$ cat config.mk
export PLATFORM = sky130hd
export DESIGN_NAME = dc_bu_line_ring_manager
export DESIGN_NICKNAME = d
export VERILOG_FILES = /design/src/rtl/dc_bu_line_ring_manager.sv
export SDC_FILE = /design/constraint.sdc
export NUM_CORES = 1
export LEC_CHECK = 0
export BUFFER_PORTS_ARGS = -buffer_cell sky130_fd_sc_hd__clkbuf_2
export CAP_MARGIN = 20
export CORE_MARGIN = 2
export CORE_UTILIZATION = 48
export DETAILED_ROUTE_END_ITERATION = 16
export GPL_TIMING_DRIVEN = 0
export PLACE_DENSITY = 0.77
export RECOVER_POWER = 50
export SYNTH_ARGS = -nofsm -noshare
export SYNTH_HDL_FRONTEND = slang
export SYNTH_SLANG_ARGS = --single-unit
$ cat constraint.sdc
create_clock -name clk -period 5.3 [get_ports clk]
set_clock_uncertainty 0.05 [all_clocks]
set_input_delay 0.265 -clock clk [delete_from_list [all_inputs] [get_ports clk]]
set_output_delay 0.265 -clock clk [all_outputs]
set_load 0.02 [all_outputs]
$ cat src/rtl/dc_bu_line_ring_manager.sv
// Line-buffer ring manager: rotates the write buffer and TAP_NUM read taps on each
// completed line, replicating the oldest valid line onto missing taps at frame top.
module dc_bu_line_ring_manager #(
  parameter int BUFFER_NUM   = 5,
  parameter int TAP_NUM      = 4,
  parameter bit REPLICATE_EN = 1'b1,
  parameter int IDX_W        = $clog2(BUFFER_NUM),
  parameter int CNT_W        = $clog2(TAP_NUM + 1)
) (
  input  logic                          clk,
  input  logic                          nrst,
  input  logic                          en,
  input  logic                          sof,
  input  logic                          next_line,
  input  logic                          no_func_switch,
  output logic [BUFFER_NUM-1:0]         write_buff,
  output logic [IDX_W-1:0]              write_idx,
  output logic [TAP_NUM*BUFFER_NUM-1:0] tap_buff,
  output logic [TAP_NUM*IDX_W-1:0]      tap_idx,
  output logic [CNT_W-1:0]              lines_valid,
  output logic                          taps_ready
);

  if (BUFFER_NUM < TAP_NUM + 1 || TAP_NUM < 1) begin : g_bad_params
    $error("dc_bu_line_ring_manager: need TAP_NUM >= 1 and BUFFER_NUM >= TAP_NUM+1");
  end

  localparam logic [BUFFER_NUM-1:0] ONE_HOT_0 = {{(BUFFER_NUM-1){1'b0}}, 1'b1};

  logic [IDX_W-1:0] wp_reg, wp_next;
  logic [CNT_W-1:0] fc_reg, fc_next;
  logic             adv, clr;

  assign adv = en & next_line & ~no_func_switch;
  assign clr = en & sof;

  // Ring wrap is an explicit compare, since BUFFER_NUM need not be a power of two.
  always_comb begin
    wp_next = wp_reg;
    fc_next = fc_reg;
    if (adv) begin
      wp_next = (wp_reg == IDX_W'(BUFFER_NUM - 1)) ? '0 : wp_reg + IDX_W'(1);
    end
    if (clr) begin
      fc_next = '0;
    end else if (adv && fc_reg != CNT_W'(TAP_NUM)) begin
      fc_next = fc_reg + CNT_W'(1);
    end
  end

  always_ff @(posedge clk or negedge nrst) begin
    if (!nrst) begin
      wp_reg <= '0;
      fc_reg <= '0;
    end else begin
      wp_reg <= wp_next;
      fc_reg <= fc_next;
    end
  end

  assign write_idx   = wp_reg;
  assign write_buff  = ONE_HOT_0 << wp_reg;
  assign lines_valid = fc_reg;
  assign taps_ready  = (fc_reg == CNT_W'(TAP_NUM));

  for (genvar gi = 0; gi < TAP_NUM; gi++) begin : g_tap
    int k_eff;
    int slot;

    // Taps older than the fill count collapse onto the oldest valid line.
    always_comb begin
      k_eff = gi;
      if (REPLICATE_EN) begin
        if (k_eff < TAP_NUM - int'(fc_reg)) k_eff = TAP_NUM - int'(fc_reg);
        if (k_eff > TAP_NUM - 1) k_eff = TAP_NUM - 1;
      end
      slot = int'(wp_reg) + BUFFER_NUM - TAP_NUM + k_eff;
      if (slot >= BUFFER_NUM) slot = slot - BUFFER_NUM;
    end

    assign tap_idx[gi*IDX_W +: IDX_W]            = IDX_W'(slot);
    assign tap_buff[gi*BUFFER_NUM +: BUFFER_NUM] = ONE_HOT_0 << tap_idx[gi*IDX_W +: IDX_W];
  end

endmodule

Word level (Yosys, flattened, before mapping)
Cells that the tools add are included.
{"block": "op_classes", "add_sub_neg": 13, "order_cmp": 12, "n_eq_ne": 3, "shifts": 5, "muxes": 15, "n_bitwise": 4, "n_reduce_logical": 2}
{"operator": "32-bit 2-to-1 mux", "count": 8}
{"operator": "5-bit by 32-bit adder with 32-bit output", "count": 4}
{"operator": "32-bit by 4-bit greater-or-equal comparator with 1-bit output (second input constant)", "count": 4}
{"operator": "32-bit by 3-bit greater-than comparator with 1-bit output (second input constant)", "count": 4}
{"operator": "3-bit by 32-bit less-than comparator with 1-bit output (first input constant)", "count": 2}
{"operator": "1-bit by 32-bit less-than comparator with 1-bit output (first input constant)", "count": 1}
{"operator": "2-bit by 32-bit less-than comparator with 1-bit output (first input constant)", "count": 1}
{"operator": "1-bit by 3-bit left shift with 5-bit output (first input constant)", "count": 5}
{"operator": "3-bit 2-to-1 mux", "count": 7}
{"operator": "3-bit subtractor (second input constant)", "count": 4}
{"operator": "3-bit by 1-bit adder with 3-bit output (second input constant)", "count": 2}
{"operator": "3-bit == test (second input constant)", "count": 2}
{"operator": "4-bit by 3-bit subtractor with 5-bit output (second input constant)", "count": 1}
{"operator": "3-bit by 3-bit adder with 4-bit output (second input constant)", "count": 1}
{"operator": "3-bit by 3-bit subtractor with 4-bit output (first input constant)", "count": 1}
{"operator": "1-bit AND", "count": 3}
{"operator": "3-bit inequality test (second input constant)", "count": 1}
{"operator": "2-bit nonzero test", "count": 1}
{"operator": "1-bit logical AND", "count": 1}
{"operator": "1-bit NOT", "count": 1}
{"block": "word_totals", "ff_bits": 6, "wordCells": 56}

Depth between registers and ports, before layout
Gate-level depths: netlist of run 1.
{"block": "depth", "depth_word": 9, "mapped_depth": 18, "mapped_depth_nobuf": 16}

Worst setup path before layout of run 1
Ideal clock, no wire load.
{"block": "synth_timing", "kind": "reg2out", "startpoint": "register fc_reg[1], in the netlist lines_valid[1]", "endpoint": "output port tap_idx[1]", "t_arrival_ns": 3.802, "path_slack_ns": 1.183, "path_stages_with_launch": 16, "path_buffers": 1, "path_cell_list": "dfrtp_1 -> clkbuf_1 -> inv_1 -> ha_1 -> ha_1 -> nand2b_1 -> a31o_2 -> fa_1 -> a21o_1 -> a21oi_1 -> ha_1 -> nor4b_1 -> o2111a_1 -> and2_1 -> o2bb2ai_1 -> mux2_2"}
{"block": "synth_via", "elab_chain_cells": 8, "elab_cells_between_ends": 9, "cone_classes": "add/sub: 3; order compare: 3; mux: 3"}
{"item": "start: declaration", "line_no": "31", "text": "logic [CNT_W-1:0] fc_reg, fc_next;"}
{"item": "start signal: assignment", "line_no": "57", "text": "fc_reg <= fc_next;"}
{"item": "3-bit by 3-bit subtractor with 4-bit output (*)", "line_no": "74", "text": "if (k_eff < TAP_NUM - int'(fc_reg)) k_eff = TAP_NUM - int'(fc_reg);"}
{"item": "1-bit by 32-bit less-than comparator with 1-bit output", "line_no": "74"}
{"item": "32-bit 2-to-1 mux (*)", "line_no": "74"}
{"item": "32-bit by 3-bit greater-than comparator with 1-bit output", "line_no": "75", "text": "if (k_eff > TAP_NUM - 1) k_eff = TAP_NUM - 1;"}
{"item": "32-bit 2-to-1 mux (*)", "line_no": "75"}
{"item": "5-bit by 32-bit adder with 32-bit output (*)", "line_no": "77", "text": "slot = int'(wp_reg) + BUFFER_NUM - TAP_NUM + k_eff;"}
{"item": "32-bit by 4-bit greater-or-equal comparator with 1-bit output / 3-bit subtractor (equally long branches)", "line_no": "78", "text": "if (slot >= BUFFER_NUM) slot = slot - BUFFER_NUM;"}
{"item": "3-bit 2-to-1 mux (*)", "line_no": "78"}
{"item": "end: declaration", "line_no": "19", "text": "output logic [TAP_NUM*IDX_W-1:0] tap_idx,"}
Every way passes the cells marked *; elsewhere a longest branch is shown, timed or not.

Worst setup path after layout of run 1
Same ends and word-level chain as after synthesis.

==> reports/qor.yml, run 1 <==
outcome:
  status: "finished clean"
clock_network:
  postCtsSetupBuffers: 0
  cts_resized: 0
  clock_path_buffers: 2
  cts_made_buffers: 3
  clkLatencyLatePin_ps: 220
  h-tree-depth: 1
  cts-hold-fix-buffers: 1
  root_buffer: "clkbuf_8"
  cts.sinks: 6
  cts_tree: "built"
  clk_pin_slew_ps: 30
hold_path:
  hp-class: "input port to register"
  hold_path.startpoint: "sof"
critical_path:
  max_stage_delay_ps: 450
  path_cells: "clkbuf_1, inv_1, ha_1, ha_1, nand2b_1, a31o_2, fa_1, a21o_1, a21oi_1, ha_1, nor4b_1, o2111a_1, and2_1, o2bb2ai_1, mux2_2, clkbuf_2"
  crit_arrival_ps: 4480
  crit_family: "compound AO/OA/AOI/OAI gates"
  crit_required_ps: 4990
  regToRegSetupSlack_ps: 3390
  critPathBufInv: 3
  crit_path_max_fanout: 9
  end_kind: "primary output"
  critPathLaunchType: "register"
  crit_top_cell: "ha_1"
  reg2reg_from: "lines_valid[1]"
  cpMaxStageDelayCell: "fa_1"
  crit_type: "register to primary output"
  cp-startpoint: "lines_valid[1]"
global_routing:
  antenna_found_initial: 0
  grt_overflow_total: 0
  met2_usage_pct: 35.8
  grt_usage_pct: 19.4
  grt-busiest-layer: "met2"
  grt_pass1_wl_mm: 10.2
  grt_use_met3_pct: 2.30
  grt_pass1_vias: 2534
  met1_usage_pct: 25.3
  grt_max_degree: 11
sta:
  fin_ws_ps: 504
  min_period_over_period_pct: 90.5
  worst_pin_slew_ps: 662
  slew_headroom_pct: 55.5
  finalSetupTns_ps: 0
  fin_crit_ps: 4800
  hold_viol: 0
  rsz0062_at_grt: "false"
  setup_violations: 0
  final_max_slew_viol_count: 0
  fmax_ghz: 0.209
floorplan:
  top_level_ports: 50
  row_count: 27
  die-area_sq_um: 6110
  initial_utilization_pct: 48.9
  die_w_um: 78.2
  die_h_um: 78.2
  coreArea_sq_um: 5410
detailed_routing:
  ant_nets: 0
  wl_mm: 5.62
  dr.pass1.iters: 4
  drcViolationCount: 0
  drtIter0Drc: 121
  routedWlPerCell_um: 10.8
  vias_per_cell: 5.10
  vias: 2648
cells_and_area:
  nets: 536
  diodes: 0
  area_delta_synth_final_pct: 23.5
  fillers: 514
  finish.utilization_pct: 60.4
  drive_above_1_share_pct: 10.3
  fin_cells: 519
place:
  port_buffers: 49
  dp.cells: 515
  place.gp.congestion: 0.837
  pre_cts_slack_ps: 780
  dp_hpwl_mm: 4.77
synth:
  ys_warn_count: 0
  synth_flop_cell: "dfrtp_1"
  synth_edf_count: 0
  async_flop_share_pct: 100
  yosys_register_bits: 6
  synth.distinct_cells: 50
  synth.avg_cell_area_sq_um: 8.08
  syn-instance-count: 327
  mappedNetlistArea_sq_um: 2640
  yosysSeqAreaShare_pct: 5.68
run:
  maxCapViolCount: 0
==> metrics by stage <==
stage	instance area (sq um)	hold slack [ps]
after floorplan	2890	-80.6
after global placement	3220	44.4
final	3260	190
after CTS	3280	186
after detailed placement	3230	49.7
after global routing	3260	204
==> cells in the final DEF, fill, tap and decap left out, types with 3 or more instances in the layout <==
| cell type | Yosys | final |
|---|---|---|
| dfrtp_1 | 6 | 6 |
| fa_1 | 4 | 4 |
| nor4_1 | 4 | 4 |
| mux2_2 | 4 | 4 |
| nor3_1 | 5 | 5 |
| xor2_1 | 5 | 5 |
| nor2_1 | 25 | 25 |
| inv_1 | 24 | 24 |
| nand4_1 | 3 | 3 |
| nand2_1 | 21 | 21 |
| nand2b_1 | 5 | 5 |
| o32ai_1 | 6 | 6 |
| clkbuf_8 | 0 | 3 |
| o21bai_1 | 3 | 3 |
| conb_1 | 2 | 68 |
| or3_1 | 4 | 4 |
| o31ai_1 | 4 | 4 |
| o2111a_1 | 3 | 3 |
| o21ai_0 | 8 | 8 |
| ha_1 | 77 | 77 |
| o2bb2ai_1 | 3 | 3 |
| a21oi_1 | 30 | 30 |
| o22ai_1 | 8 | 8 |
| nand4b_1 | 4 | 4 |
| xnor2_1 | 12 | 12 |
| clkbuf_1 | 3 | 19 |
| a21o_1 | 7 | 7 |
| nor2b_1 | 9 | 9 |
| clkbuf_2 | 0 | 33 |
| nand3_1 | 8 | 8 |
==> registers in the layout, indices dropped and copies added (netlist names) <==
name / cells
write_idx: 3
lines_valid: 3
==> worst register-to-register path, cell delays in order (launching register included) <==
cell,delay (ps)
dfrtp_1,360
clkbuf_1,340
inv_1,80
ha_1,200
ha_1,200
nor2_1,230
nand2_1,100
xor2_1,150
a21oi_1,120
==> routing by layer <==
| layer | vias to the layer above | wire (um) | part of all wire (%) |
|---|---|---|---|
| li1 | 1379 | - | - |
| met2 | 45 | 2730 | 49 |
| met3 | 4 | 192 | 3.4 |
| met4 | 0 | 18 | 0.32 |
| met5 | - | 0 | 0 |
| met1 | 1220 | 2680 | 48 |
==> cell families (layout without fill, tap and decap cells) <==
logic type,Yosys count,count (layout),synth area share [%]
AND/OR/NAND/NOR,102,102,20.4
flip-flops,6,6,5.68
XOR/XNOR,17,17,5.64
buffers and inverters,29,83,4.41
multiplexers,6,6,2.46
other,2,68,0.284
adder cells (fa/ha/maj),81,81,39.5
AO/OA/AOI/OAI,84,84,21.6
==> worst paths after layout <==
path | endpoint | cells past startpoint
max | tap_idx[1] | 16
min | lines_valid[0] | 2
max reg2reg | lines_valid[2] | 8
min reg2reg | write_idx[1] | 2
max in group asynchronous | write_idx[0] | 2
min in group asynchronous | lines_valid[1] | 2
==> final cells by class <==
type / instances / area (sq um) / share of cell area (%)
plain buffers: 4 / 22.5 / 0.690
clock buffers: 3 / 41.3 / 1.27
inverters: 25 / 93.8 / 2.88
multi-input cells: 358 / 2620 / 80.4
flip-flops and latches: 6 / 150 / 4.60
well taps: 72 / 90.1 / 2.76
repair buffers: 51 / 243 / 7.44
==> synth_stat cells, drive strengths merged (6+ instances only) <==
library cell | instances | share of area [%]
dfrtp | 6 | 5.7
o21ai | 8 | 1.5
o32ai | 6 | 2.0
a21o | 7 | 2.0
xnor2 | 12 | 4.0
nor2 | 25 | 3.6
nand2 | 21 | 3.0
inv | 24 | 3.4
o22ai | 8 | 1.9
ha | 77 | 36
nand3 | 8 | 1.5
a21oi | 30 | 5.7
nor2b | 9 | 2.1
Power of run 1 is left out: the tool's default activity adds up to more than one toggle a clock period on the data nets, which glitch-free logic cannot reach.
==> inputs of run 2 (changes only) <==
--- a/config.mk
+++ b/config.mk
@@ -7,7 +7,7 @@
 export LEC_CHECK = 0
 export BUFFER_PORTS_ARGS = -buffer_cell sky130_fd_sc_hd__clkbuf_2
 export CAP_MARGIN = 20
-export CORE_MARGIN = 2
+export CORE_MARGIN = 3
 export CORE_UTILIZATION = 48
 export DETAILED_ROUTE_END_ITERATION = 16
 export GPL_TIMING_DRIVEN = 0
==> run 2 against run 1 <==
Hold slack improved by 1.4 ps. First-iteration DRC count is 44% lower. Final cell count decreased by 0.39%. Register-to-register slack worse by 30 ps. Critical endpoint unchanged. Maximum frequency rose by 1.3%. Wire length up 1.2%. Global-route usage is 1.1 points lower.
==> reports/qor.yml, run 2 (synthesis gave the netlist of run 1 again) <==
place:
  placed_cell_area_sq_um: 3230  # about the same
  place.gp.congestion: 0.837  # about the same
  port_buffers: 49  # unchanged
  dp.cells: 513  # -0.39%
  dp_hpwl_mm: 4.88  # +2.2%
detailed_routing:
  vias: 2633  # -0.57%
  wl_mm: 5.69  # +1.2%
  ant_nets: 0  # unchanged
  routedWlPerCell_um: 11.0  # +1.6%
  vias_per_cell: 5.09  # -0.18%
  dr.pass1.iters: 4  # unchanged
  drcViolationCount: 0  # unchanged
  drtIter0Drc: 68  # -44%
sta:
  finalSetupTns_ps: 0  # unchanged
  final_max_slew_viol_count: 0  # unchanged
  slew_headroom_pct: 52.9  # -2.6 points
  setup_violations: 0  # unchanged
  min_period_over_period_pct: 89.4  # -1.1 points
  fmax_ghz: 0.211  # +1.3%
  fin_crit_ps: 4740  # -59.8 ps
  worst_pin_slew_ps: 701  # +38.6 ps
  rsz0062_at_grt: "false"
  whs_ps: 191  # +1.36 ps
  hold_viol: 0  # unchanged
critical_path:
  crit_type: "register to primary output"
  end_kind: "primary output"
  timing.rr.end: "lines_valid[2]"
  reg2reg_from: "lines_valid[1]"
  critPathLaunchType: "register"
  regToRegSetupSlack_ps: 3360  # -30 ps
  crit_path_max_fanout: 9  # unchanged
  crit_required_ps: 4990  # about the same
  crit_arrival_ps: 4420  # -60 ps
  ff2ff_path_depth: 8  # unchanged
global_routing:
  antenna_found_initial: 0  # unchanged
  grt_pass1_wl_mm: 9.96  # -2.8%
  grt_usage_pct: 18.3  # -1.1 points
  grt_overflow_total: 0  # unchanged
  grt_pass1_vias: 2467  # -2.6%
  grt_max_degree: 11  # unchanged
clock_network:
  cts.sinks: 6  # unchanged
  clock_path_buffers: 2  # unchanged
  clk_pin_slew_ps: 40  # about the same
  cts_made_buffers: 3  # unchanged
  clkLatencyLatePin_ps: 230  # about the same
  cts_tree: "built"
  root_buffer: "clkbuf_8"
  h-tree-depth: 1  # unchanged
  cts_resized: 0  # unchanged
hold_path:
  hp-class: "input port to register"
  holdPathEnd: "lines_valid[0]"
  hold_path.startpoint: "sof"
  holdPathStages: 2  # unchanged
cells_and_area:
  nets: 536  # unchanged
  layout_common_cells: "77 x ha_1, 68 x conb_1, 33 x clkbuf_2"
  drive_above_1_share_pct: 10.3  # unchanged
  layout_commonest_cell: "ha_1"
  multi_input_area_sq_um: 2620  # unchanged
  diodes: 0  # unchanged
  area_delta_synth_final_pct: 23.4  # about the same
  fillers: 502  # -2.3%
  regArea_sq_um: 150  # unchanged
  fin_cells: 517  # -0.39%
  final_area_sq_um: 3260  # about the same
run:
  maxCapViolCount: 0  # unchanged
floorplan:
  initial_utilization_pct: 50.7  # +1.9 points
  row_count: 26  # -3.7%
  coreArea_sq_um: 5200  # -3.7%
  die_h_um: 80.2  # +2.6%
  die_w_um: 80.2  # +2.6%
  die-area_sq_um: 6430  # +5.2%
  top_level_ports: 50  # unchanged
outcome:
  status: "finished clean"
==> run 2: cell counts in the layout (fill, tap and decap cells not counted) <==
Identical to the previous run, type by type.
==> run 2: metrics by stage <==
stage               util (%)  setup slack (ps)
finish                  62.6               564
global route            62.6               330
CTS                     63.0               599
detailed placement      62.0               859
global placement        61.9               967
floorplan                  -              1180
==> run 2: final cells by class <==
class,instances,share of cell area [%]
buffer,4,0.691
clock buffer,3,1.27
inverter,25,2.88
multi-input combinational,358,80.4
sequential,6,4.60
tap,70,2.69
timing repair buffer,51,7.44
==> run 2: worst max path at each step <==
| stage | start | endpoint | slack [ps] | cells after the start |
|---|---|---|---|---|
| final | lines_valid[1] | tap_idx[1] | 560 | 16 |
| after floorplan | lines_valid[1] | tap_idx[1] | 1180 | 15 |
| after detailed placement | lines_valid[1] | tap_idx[1] | 860 | 16 |
| after global routing | lines_valid[1] | tap_idx[1] | 330 | 16 |
| after CTS | lines_valid[1] | tap_idx[1] | 600 | 16 |
| after global placement | lines_valid[1] | tap_idx[1] | 970 | 16 |
==> run 2: worst max-delay path: stages, from the launching register on <==
cell and delay, ps:
dfrtp_1 390, clkbuf_1 330, inv_1 80, ha_1 210, ha_1 320, nand2b_1 160, a31o_2 270, fa_1 470
a21o_1 200, a21oi_1 150, ha_1 130, nor4b_1 250, o2111a_1 350, and2_1 200, o2bb2ai_1 170, mux2_2 360
clkbuf_2 150
==> run 2: timing repair <==
action	in CTS	in global routing
buffers inserted	0	0
hold buffers	1	0
hold endpoints to repair	6	0
==> run 2: layer usage <==
metal,vias up,routed length [um],global-route usage (%)
met1,1208,2670,22.2
li1,1380,-,-
met2,41,2800,34.5
met3,4,198,2.47
met5,-,0,0
met4,0,21,2.87
Power of run 2 is left out for the same reason.
